`config.mk`:
```
export PLATFORM = sky130hd
export DESIGN_NAME = adma_dm_axi_r_route
export DESIGN_NICKNAME = d
export VERILOG_FILES = /design/src/rtl/adma_dm_axi_r_route.sv
export SDC_FILE = /design/constraint.sdc
export NUM_CORES = 1
export LEC_CHECK = 0
export ABC_AREA = 0
export BUFFER_PORTS_ARGS = -buffer_cell sky130_fd_sc_hd__buf_2
export CAP_MARGIN = 20
export CORE_AREA = 5 5 522 524
export CTS_CLUSTER_SIZE = 30
export DETAILED_ROUTE_END_ITERATION = 7
export DIE_AREA = 0 0 527 529
export PLACE_DENSITY_LB_ADDON = 0.15
export SLEW_MARGIN = 20
export SYNTH_ARGS = -nofsm -noshare
export SYNTH_HDL_FRONTEND = slang
export SYNTH_SLANG_ARGS = --single-unit
export TNS_END_PERCENT = 1
```
`constraint.sdc`:
```
create_clock -name clk -period 7.2 [get_ports clk]
set_clock_uncertainty 0.2 [all_clocks]
set_input_delay 1.08 -clock clk [delete_from_list [all_inputs] [get_ports clk]]
set_output_delay 1.08 -clock clk [all_outputs]
set_load 0.1 [all_outputs]
```
`src/rtl/adma_dm_axi_r_route.sv`:
```
// adma_dm_axi_r_route: routes AXI R beats by RID to per-channel streams using an outstanding-AR table
module adma_dm_axi_r_route #(
  parameter int DMA_CHN_NUM    = 4,
  parameter int MST_ID_W       = 5,
  parameter int ATX_LEN_W      = 8,
  parameter int ATX_RESP_W     = 2,
  parameter int ATX_SRC_DATA_W = 256,
  parameter int ATX_NUM_OSTD   = 4,
  parameter int DMA_CHN_NUM_W  = (DMA_CHN_NUM > 1) ? $clog2(DMA_CHN_NUM) : 1
) (
  input  logic                        clk,
  input  logic                        rst,
  input  logic [DMA_CHN_NUM_W-1:0]    atx_chn_id,
  input  logic [MST_ID_W-1:0]         atx_arid,
  input  logic [ATX_LEN_W-1:0]        atx_arlen,
  input  logic                        atx_vld,
  output logic                        atx_rdy,
  output logic [ATX_SRC_DATA_W-1:0]   chn_rdata     [0:DMA_CHN_NUM-1],
  output logic                        chn_rlast     [0:DMA_CHN_NUM-1],
  output logic                        chn_rdata_vld [0:DMA_CHN_NUM-1],
  input  logic                        chn_rdata_rdy [0:DMA_CHN_NUM-1],
  output logic [1:0]                  chn_err       [0:DMA_CHN_NUM-1],
  input  logic                        chn_err_clr   [0:DMA_CHN_NUM-1],
  output logic                        rid_err,
  output logic [$clog2(ATX_NUM_OSTD+1)-1:0] ostd_cnt,
  input  logic [MST_ID_W-1:0]         m_rid_i,
  input  logic [ATX_SRC_DATA_W-1:0]   m_rdata_i,
  input  logic [ATX_RESP_W-1:0]       m_rresp_i,
  input  logic                        m_rlast_i,
  input  logic                        m_rvalid_i,
  output logic                        m_rready_o
);
  localparam int IW = (ATX_NUM_OSTD > 1) ? $clog2(ATX_NUM_OSTD) : 1;
  localparam int CW = $clog2(ATX_NUM_OSTD + 1);
  logic [ATX_NUM_OSTD-1:0] ent_vld;
  logic [MST_ID_W-1:0] ent_id [ATX_NUM_OSTD];
  logic [DMA_CHN_NUM_W-1:0] ent_chn [ATX_NUM_OSTD];
  logic [ATX_LEN_W-1:0] ent_rem [ATX_NUM_OSTD];
  logic [IW-1:0] free_idx, hit_idx;
  logic [DMA_CHN_NUM_W-1:0] hit_chn;
  logic free_any, dup, hit, alloc, hs, fr, rem_zero, len_err, resp_err;
  always_comb begin
    free_any = 1'b0;
    dup = 1'b0;
    hit = 1'b0;
    free_idx = '0;
    hit_idx = '0;
    for (int i = ATX_NUM_OSTD - 1; i >= 0; i--) begin
      if (!ent_vld[i]) begin
        free_any = 1'b1;
        free_idx = IW'(i);
      end
      if (ent_vld[i] && ent_id[i] == atx_arid) dup = 1'b1;
      if (ent_vld[i] && ent_id[i] == m_rid_i) begin
        hit = 1'b1;
        hit_idx = IW'(i);
      end
    end
  end
  assign hit_chn = ent_chn[hit_idx];
  assign rem_zero = ent_rem[hit_idx] == '0;
  assign atx_rdy = !rst && free_any && !dup;
  assign alloc = atx_vld && atx_rdy;
  // misses are always accepted so an unknown RID can never stall the bus
  always_comb begin
    m_rready_o = !rst && !hit;
    for (int c = 0; c < DMA_CHN_NUM; c++) begin
      chn_rdata[c] = m_rdata_i;
      chn_rlast[c] = m_rlast_i;
      chn_rdata_vld[c] = !rst && hit && m_rvalid_i && hit_chn == DMA_CHN_NUM_W'(c);
      if (!rst && hit && hit_chn == DMA_CHN_NUM_W'(c)) m_rready_o = chn_rdata_rdy[c];
    end
  end
  assign hs = hit && m_rvalid_i && m_rready_o;
  assign fr = hs && m_rlast_i;
  assign len_err = hs && (m_rlast_i != rem_zero);
  assign resp_err = hs && (m_rresp_i >= ATX_RESP_W'(2));
  always_ff @(posedge clk) begin
    if (rst) begin
      ent_vld <= '0;
      rid_err <= 1'b0;
      ostd_cnt <= '0;
      for (int c = 0; c < DMA_CHN_NUM; c++) chn_err[c] <= 2'b00;
    end else begin
      if (alloc) begin
        ent_vld[free_idx] <= 1'b1;
        ent_id[free_idx] <= atx_arid;
        ent_chn[free_idx] <= atx_chn_id;
        ent_rem[free_idx] <= atx_arlen;
      end
      if (hs && !m_rlast_i && !rem_zero) ent_rem[hit_idx] <= ent_rem[hit_idx] - 1'b1;
      if (fr) ent_vld[hit_idx] <= 1'b0;
      if (m_rvalid_i && !hit) rid_err <= 1'b1;
      ostd_cnt <= ostd_cnt + CW'(alloc) - CW'(fr);
      for (int c = 0; c < DMA_CHN_NUM; c++)
        chn_err[c] <= (chn_err_clr[c] ? 2'b00 : chn_err[c]) |
                      ((hs && hit_chn == DMA_CHN_NUM_W'(c)) ? {len_err, resp_err} : 2'b00);
    end
  end
endmodule

```
==> results of run 1 <==
==> through the flow <==
step	worst slack (ns)	cells	hold slack (ns)	power, mW
after global placement	1.26	3952	0.267	0.628
after global routing	1.20	3968	0.314	1.20
after floorplan	1.76	1380	0.365	3.26
final	1.46	3970	0.276	1.14
after detailed placement	1.27	3952	0.270	0.626
after CTS	1.25	3968	0.278	1.18
==> worst paths after layout <==
check,end,slack [ns],from
setup / recovery,m_rready_o,1.46,m_rid_i[0]
hold / removal,chn_err[0],0.28,chn_err[0]
setup reg to reg,ent_rem[1][5],2.33,ent_id[0][2]
hold reg to reg,chn_err[0],0.28,chn_err[0]
==> report_power, final <==
| part | internal (mW) | leakage [nW] | switching [mW] |
|---|---|---|---|
| clock network | 0.279 | 0.153 | 0.249 |
| logic | 0.0373 | 0.982 | 0.0869 |
| registers | 0.482 | 0.675 | 0.00568 |
==> cells in the mapped netlist, types with 5 or more instances <==
master and number:
a211o_1 5, a21oi_1 9, buf_4 1028, dfxtp_1 16, edfxtp_1 60, inv_1 13
mux2_1 12, mux2_2 9, mux2_4 7, mux2i_1 7, nand2_1 10, nand3_1 21
nand4_1 5, nor2_1 23, nor3_1 8, o21ai_0 9, or2_2 5, xnor2_1 23
xor2_1 23
==> sequential cells by signal (all words and copies together) (netlist names) <==
name	count
chn_err	8
ent_id	20
ent_vld	4
ent_chn	8
rid_err	1
ent_rem	32
ostd_cnt	3
==> kinds of logic after synthesis <==
family / synth area share (%)
flops: 17.7
xor+xnor: 3.76
mux: 3.73
fa+ha+maj: 0.583
buf+inv: 65.1
compound gates: 3.86
simple gates: 5.29
==> layout make-up <==
class                      count  area [um2]
multi-input combinational    253        2080
tap                         3552        4440
timing repair buffer          58         298
clock buffer                   9         225
clock inverter                 7        93.8
antenna                        2        5.00
fill                       31700      258000
inverter                      13        48.8
sequential                    76        2120
==> worst min-delay path: stages, from the launching register on <==
cell      delay (ns)
dfxtp_1         0.31
nand2b_1        0.07
a21oi_1         0.05
==> per-layer routing <==
layer | share of wire (%) | vias to the layer above
met3 | 34 | 126
met1 | 19 | 1970
met2 | 43 | 1213
li1 | - | 1440
met4 | 3.7 | 14
met5 | 0.51 | -
==> results.yml, run 1 <==
outcome:
  outcome: "complete, no violations"
synthesis:
  yosysSeqAreaShare_pct: 17.7
  post-synth-top-area-cell: "buf_4"
  yosysUniqueCellTypes: 66
  synth_top_area_share_pct: 64.2
  synth_fp_nets: 1676
  synthCells: 1380
  synthFlopType: "edfxtp_1"
  ys_async_sr_fraction_pct: 0
  syn_area_um2: 12000
  synth-seq-cells: 76
  synth_edf_count: 60
  synthTopCellsByArea: "buf_4, edfxtp_1, dfxtp_1"
  ys_warn_count: 0
  syn_area_per_cell_um2: 8.71
sta:
  fmax_ghz: 0.174
  hold_violations: 0
  setup_viol: 0
  rsz0062_at_grt: "false"
  tightest_slew_ns: 0.867
  period_minus_slack_ns: 5.74
  relSlewSlack_pct: 42.0
  fin_crit_sh_pct: 79.7
  tns_ns: 0
  drv_slew: 0
finish:
  finish.utilization_pct: 3.49
  fin_area_um2: 9320
  area_delta_synth_final_pct: -22.5
  nNetsFinal: 707
  layout_commonest_cell: "edfxtp_1"
  drive_gt1_share_pct: 28.8
  final_cell_mix: "edfxtp_1, buf_2, xnor2_1, xor2_1, nor2_1"
die:
  dieArea_um2: 279000
  core_um2: 267000
  start_util_pct: 4.50
  fp-row-count: 190
  io_pins: 1337
  dieHeight_um: 529
  dieWidth_um: 527
power:
  irDropWorstVdd_mv: 0.131
  p_leak_nw: 1.81
  p_per_area_nw_per_um2: 122
worst_setup_path:
  critical_path_class: "in -> out"
  critPathLaunchType: "input pin"
  cp.depth: 11
  cp.required_ns: 5.92
  cp_max_fo: 12
  arrival_ns: 4.46
  worst-path-buf-inv: 3
  ff2ff_path_depth: 9
  endpoint_kind: "primary output"
  worstPathCellList: "buf_2, xnor2_1, nand4_1, o22ai_1, o21ai_1, buf_4, a2bb2oi_2, mux2i_1, nor2_1, nor2_1, buf_2"
  crit_family: "compound AO/OA/AOI/OAI gates"
  slowest_delay_ns: 0.54
  worst_path_max_delay_cell: "o22ai_1"
routing:
  drt_iter0_drc: 195
  ant_nets: 0
  drc: 0
  detail_route.first_pass.iterations: 4
  drt_wl_total_um: 104000
  vias: 4763
  wl_per_cell_um: 26.3
  viasPerCell: 1.20
global_routing:
  grt-ovfl-total: 0
  grtUsageMet1_pct: 3.89
  busiest_layer: "met3"
  antenna_found_initial: 4
  first_global_vias: 5183
  grtUsageMet2_pct: 10.7
  track_usage_pct: 7.10
  gr-usage-met3_pct: 11.3
  grt_pass1_wl_um: 117000
  grt_max_degree: 17
cts:
  cts_hold_buf: 0
  cts.sinks: 76
  htreeDepth: 3
  cts-root-buf: "clkbuf_16"
  ctsLongestPathBuffers: 2
  ctsResizeCount: 0
  path_clk_slew_ns: 0.07
  post_cts_buffers: 0
  cts_buffers: 9
  cts_tree: "done"
  clk_latency_ns: 0.39
hold_path:
  min_path_type: "reg -> reg"
  holdPathStages: 2
placement:
  port_buffers: 55
  dpl_cell_area_um2: 8990
  globalplace.congestion: 0.636
  dp_hpwl_um: 96200
run:
  cap_viol_max_count: 0
(Power assumes the default switching activity.)
==> run 2: changes to the inputs <==
CORE_AREA = 5 5 521 523   (was 5 5 522 524)
DIE_AREA = 0 0 526 528   (was 0 0 527 529)
clock period = 5.85 ns   (was 7.2 ns; I/O delays follow)
==> results.yml, run 2 (synthesized netlist as in run 1, its figures left out) <==
global_routing:
  first_global_vias: 5270
  grt_pass1_wl_um: 121000
  antenna_found_initial: 2
  track_usage_pct: 7.33
  grt_max_degree: 16
  grt-ovfl-total: 0
cts:
  cts_buffers: 9
  post_cts_buffers: 0
  cts_tree: "done"
  cts_hold_buf: 0
  ctsResizeCount: 0
  path_clk_slew_ns: 0.06
  htreeDepth: 3
  cts-root-buf: "clkbuf_16"
  ctsLongestPathBuffers: 2
  clk_latency_ns: 0.37
  cts.sinks: 76
placement:
  globalplace.congestion: 0.652
  dp_hpwl_um: 99300
  port_buffers: 55
worst_setup_path:
  worstPathCellList: "buf_2, xnor2_1, and4_1, a211oi_4, a221oi_2, a2bb2oi_4, mux2i_2, mux2i_1, nor2_1, buf_4, nor2_1, buf_2"
  worst_path_max_delay_cell: "and4_1"
  endpoint_kind: "primary output"
  critical_path_class: "in -> out"
  critPathLaunchType: "input pin"
  crit_path_start: "m_rid_i[4]"
  r2r-start: "ent_id[1][2]"
  slowest_delay_ns: 0.51
  arrival_ns: 3.95
  cp_max_fo: 9
  cp.required_ns: 4.77
sta:
  tns_ns: 0
  rsz0062_at_grt: "false"
  drv_slew: 0
  period_minus_slack_ns: 5.02
  tightest_slew_ns: 1.03
  fmax_ghz: 0.199
  fin_crit_sh_pct: 85.9
  setup_viol: 0
  hold_violations: 0
  relSlewSlack_pct: 31.1
power:
  p_per_area_nw_per_um2: 141
  power.total_mw: 1.32
  pwr-share-seq_pct: 45.3
  p_leak_nw: 1.85
  p_switching_mw: 0.390
  power.internal_mw: 0.934
  pwr-share-comb_pct: 12.0
  netSwitchingFraction_pct: 29.5
  irDropWorstVdd_mv: 0.102
  clockPowerShare_pct: 42.7
die:
  dieWidth_um: 526
  io_pins: 1337
  dieHeight_um: 528
  dieArea_um2: 278000
  fp-row-count: 190
  core_um2: 266000
  start_util_pct: 4.51
routing:
  viasPerCell: 1.24
  vias: 4947
  detail_route.first_pass.iterations: 4
  drt_wl_total_um: 108000
  drc: 0
  wl_per_cell_um: 27.1
  drt_iter0_drc: 264
  ant_nets: 0
finish:
  final_cell_mix: "edfxtp_1, buf_2, xnor2_1, xor2_1, nor2_1"
  drive_gt1_share_pct: 30.5
  num_antenna_cells: 0
  nNetsFinal: 721
  layout_commonest_cell: "edfxtp_1"
  largest_register_ff_count: 32
  reg.largest.list: "ent_rem (32), ent_id (20)"
  top_register: "ent_rem"
  area_delta_synth_final_pct: -22.0
run:
  cap_viol_max_count: 0
hold_path:
  min_path_type: "reg -> reg"
  hold_path.startpoint: "chn_err[2]"
outcome:
  outcome: "complete, no violations"
## run 2: cell count changes in the layout (fill, tap and decap cells not counted)
cell        delta
buf_4         +13
o21ai_1        +3
o21ai_2        -3
clkinvlp_4     +2
diode_2        -2
inv_6          +2
inv_8          -2
buf_6          +1
bufinv_16      -1
clkinv_8       -1
## run 2: layout make-up
cell class / instances / area (um2)
Fill cell: 31600 / 257000
Tap cell: 3552 / 4440
Sequential cell: 76 / 2120
Multi-Input combinational cell: 253 / 2070
Timing Repair Buffer: 72 / 407
Clock buffer: 9 / 225
Clock inverter: 7 / 57.6
Inverter: 13 / 48.8
## run 2: path summary, 6_finish.rpt
kind                    to  cells past startpoint  slack [ns]
max             m_rready_o                     12        0.83
min             chn_err[2]                      2        0.27
max reg2reg  ent_rem[1][0]                     13        1.28
min reg2reg     chn_err[2]                      2        0.27
## run 2: critical path, delay by kind of cell
kind	cells	cell delay, ns
compound gates	3	0.85
mux	2	0.36
simple gates	3	0.78
xor+xnor	1	0.21
buf+inv	3	0.84
## run 2: stage by stage
step / instances / hold WS, ns / worst slack (ns) / utilization (%) / cell area (um2)
global placement: 3965 / 0.269 / 0.429 / 3.41 / 9080
detailed placement: 3966 / 0.263 / 0.491 / 3.41 / 9090
finish: 3982 / 0.268 / 0.827 / 3.52 / 9370
floorplan: 1380 / 0.365 / 0.813 / - / 12000
global route: 3982 / 0.294 / 0.599 / 3.52 / 9370
CTS: 3982 / 0.273 / 0.775 / 3.52 / 9370
## run 2: power by group through the flow
stage	registers, mW	logic (mW)	clock network [mW]
after floorplan	0.625	3.39	0
after global placement	0.612	0.166	0
after detailed placement	0.612	0.163	0
after CTS	0.600	0.164	0.600
after global routing	0.601	0.172	0.618
final	0.600	0.159	0.566
## run 2: layer usage
layer	global-route usage (%)	up-vias	wire length [um]
met1	3.57	1989	18200
met3	12.3	158	37900
met4	2.51	9	4290
li1	-	1471	-
met2	11.2	1320	46800
met5	1.30	-	476
==> run 3: changes to the inputs <==
--- a/config.mk
+++ b/config.mk
@@ -10,6 +10,7 @@
 export CAP_MARGIN = 20
-export CORE_AREA = 5 5 521 523
+export CORE_AREA = 5 5 513 515
 export CTS_CLUSTER_SIZE = 30
 export DETAILED_ROUTE_END_ITERATION = 7
-export DIE_AREA = 0 0 526 528
+export DIE_AREA = 0 0 518 520
+export MAX_ROUTING_LAYER = met4
 export PLACE_DENSITY_LB_ADDON = 0.15
--- a/constraint.sdc
+++ b/constraint.sdc
@@ -4,2 +4,2 @@
 set_output_delay 0.8775 -clock clk [all_outputs]
-set_load 0.1 [all_outputs]
+set_load 0.02 [all_outputs]
==> results.yml, run 3 (synthesized netlist as in run 1, its figures left out) <==
finish:
  drive_gt1_share_pct: 30.0
  nNetsFinal: 717
  area_delta_synth_final_pct: -23.5
  layout_commonest_cell: "edfxtp_1"
  fill_cells: 30800
  top_register: "ent_rem"
  fin_area_um2: 9190
  final_cell_mix: "edfxtp_1, buf_2, xnor2_1, xor2_1, nor2_1"
  reg.largest.list: "ent_rem (32), ent_id (20)"
  largest_register_ff_count: 32
placement:
  dp_hpwl_um: 107000
  port_buffers: 55
  globalplace.congestion: 0.645
  dpl_cell_area_um2: 8870
run:
  cap_viol_max_count: 0
cts:
  cts_hold_buf: 0
  cts.sinks: 76
  post_cts_buffers: 0
  cts_buffers: 9
  cts_tree: "done"
  path_clk_slew_ns: 0.07
  ctsLongestPathBuffers: 2
  clk_latency_ns: 0.37
  ctsResizeCount: 0
  htreeDepth: 3
  cts-root-buf: "clkbuf_16"
worst_setup_path:
  cp_max_fo: 8
  cp.required_ns: 4.77
  r2r-start: "ent_id[3][4]"
  endpoint_kind: "primary output"
  worst_path_max_delay_cell: "o22ai_1"
  arrival_ns: 3.97
  ff2ff_path_depth: 13
  crit-reg2reg-capture: "ent_rem[1][6]"
  critical_path_class: "in -> out"
  r2r_slack_ns: 1.28
  worst-path-buf-inv: 3
  crit_family: "compound AO/OA/AOI/OAI gates"
  worstPathCellList: "buf_2, xnor2_1, nand4_1, o22ai_1, o21ai_1, a2bb2oi_4, mux2i_2, mux2i_1, nor2_1, buf_4, nor2_1, buf_2"
  slowest_delay_ns: 0.55
  critPathLaunchType: "input pin"
die:
  io_pins: 1337
  core_um2: 258000
  dieHeight_um: 520
  dieWidth_um: 518
  dieArea_um2: 269000
  start_util_pct: 4.65
  fp-row-count: 187
routing:
  vias: 4887
  viasPerCell: 1.28
  ant_nets: 0
  drt_wl_total_um: 116000
  detail_route.first_pass.iterations: 4
  wl_per_cell_um: 30.3
  drt_iter0_drc: 302
  drc: 0
outcome:
  outcome: "complete, no violations"
sta:
  fin_crit_sh_pct: 86.3
  drv_slew: 0
  setup_viol: 0
  rsz0062_at_grt: "false"
  tightest_slew_ns: 0.845
  relSlewSlack_pct: 43.5
  tns_ns: 0
  fmax_ghz: 0.198
  period_minus_slack_ns: 5.05
  hold_violations: 0
global_routing:
  grt_max_degree: 17
  first_global_vias: 5201
  grt_pass1_wl_um: 130000
  antenna_found_initial: 4
  track_usage_pct: 8.43
  grt-ovfl-total: 0
hold_path:
  holdPathStages: 2
  hold_path.startpoint: "chn_err[0]"
  worst_hold_path.endpoint: "chn_err[0]"
  min_path_type: "reg -> reg"
power:
  p_leak_nw: 1.85
  irDropWorstVdd_mv: 0.130
  p_per_area_nw_per_um2: 148
[run 3: cell count changes in the layout (fill, tap and decap cells not counted), sizes merged]
cell,previous run,this run
clkinv,1,0
bufinv,0,1
clkinvlp,3,2
diode,0,2
buf,72,68
inv,16,17
[run 3: power breakdown]
part | total, mW | internal [mW] | switching, mW
combinational | 0.128 | 0.0465 | 0.0817
clock | 0.629 | 0.342 | 0.287
sequential | 0.600 | 0.593 | 0.00706
total | 1.36 | 0.981 | 0.375
[run 3: routing by layer]
metal  global-route usage (%)  up-vias  part of all wire, %
met4                     2.43        0                  3.2
li1                         -     1465                    -
met1                     4.00     1974                   17
met2                     12.0     1275                   42
met5                        -        -                    0
met3                     14.8      173                   38
[run 3: final cells by class]
class | count | area [um2] | area share [%]
inverter | 13 | 48.8 | 0.531
tap | 3402 | 4260 | 46.3
clock inverter | 7 | 87.6 | 0.953
antenna | 2 | 5.00 | 0.0545
clock buffer | 9 | 225 | 2.45
multi-input combinational | 253 | 2070 | 22.6
timing repair buffer | 68 | 373 | 4.06
sequential | 76 | 2120 | 23.1
[run 3: stage by stage]
stage	util, %	std cells	hold slack [ns]	power, mW	setup WS, ns
after global placement	3.43	3812	0.263	0.748	0.449
after global routing	3.56	3830	0.326	1.42	0.556
after floorplan	-	1380	0.336	1.70	1.45
final	3.56	3830	0.276	1.36	0.799
after CTS	3.56	3828	0.283	1.40	0.731
after detailed placement	3.44	3812	0.263	0.747	0.550
[run 3: how the worst max path moves through the flow]
stage | from | endpoint | slack, ns | cells past startpoint
finish | m_rid_i[0] | m_rready_o | 0.80 | 12
global placement | m_rid_i[0] | ostd_cnt[2] | 0.45 | 17
global route | m_rid_i[0] | m_rready_o | 0.56 | 12
floorplan | m_rid_i[0] | ostd_cnt[2] | 1.45 | 18
detailed placement | m_rid_i[2] | ent_rem[1][6] | 0.55 | 13
CTS | m_rid_i[0] | m_rready_o | 0.73 | 12
[run 3: tightest hold or removal path, cell delays in order (launching register included)]
cell      delay (ns)
dfxtp_1         0.32
nand2b_1        0.06
a21oi_1         0.05
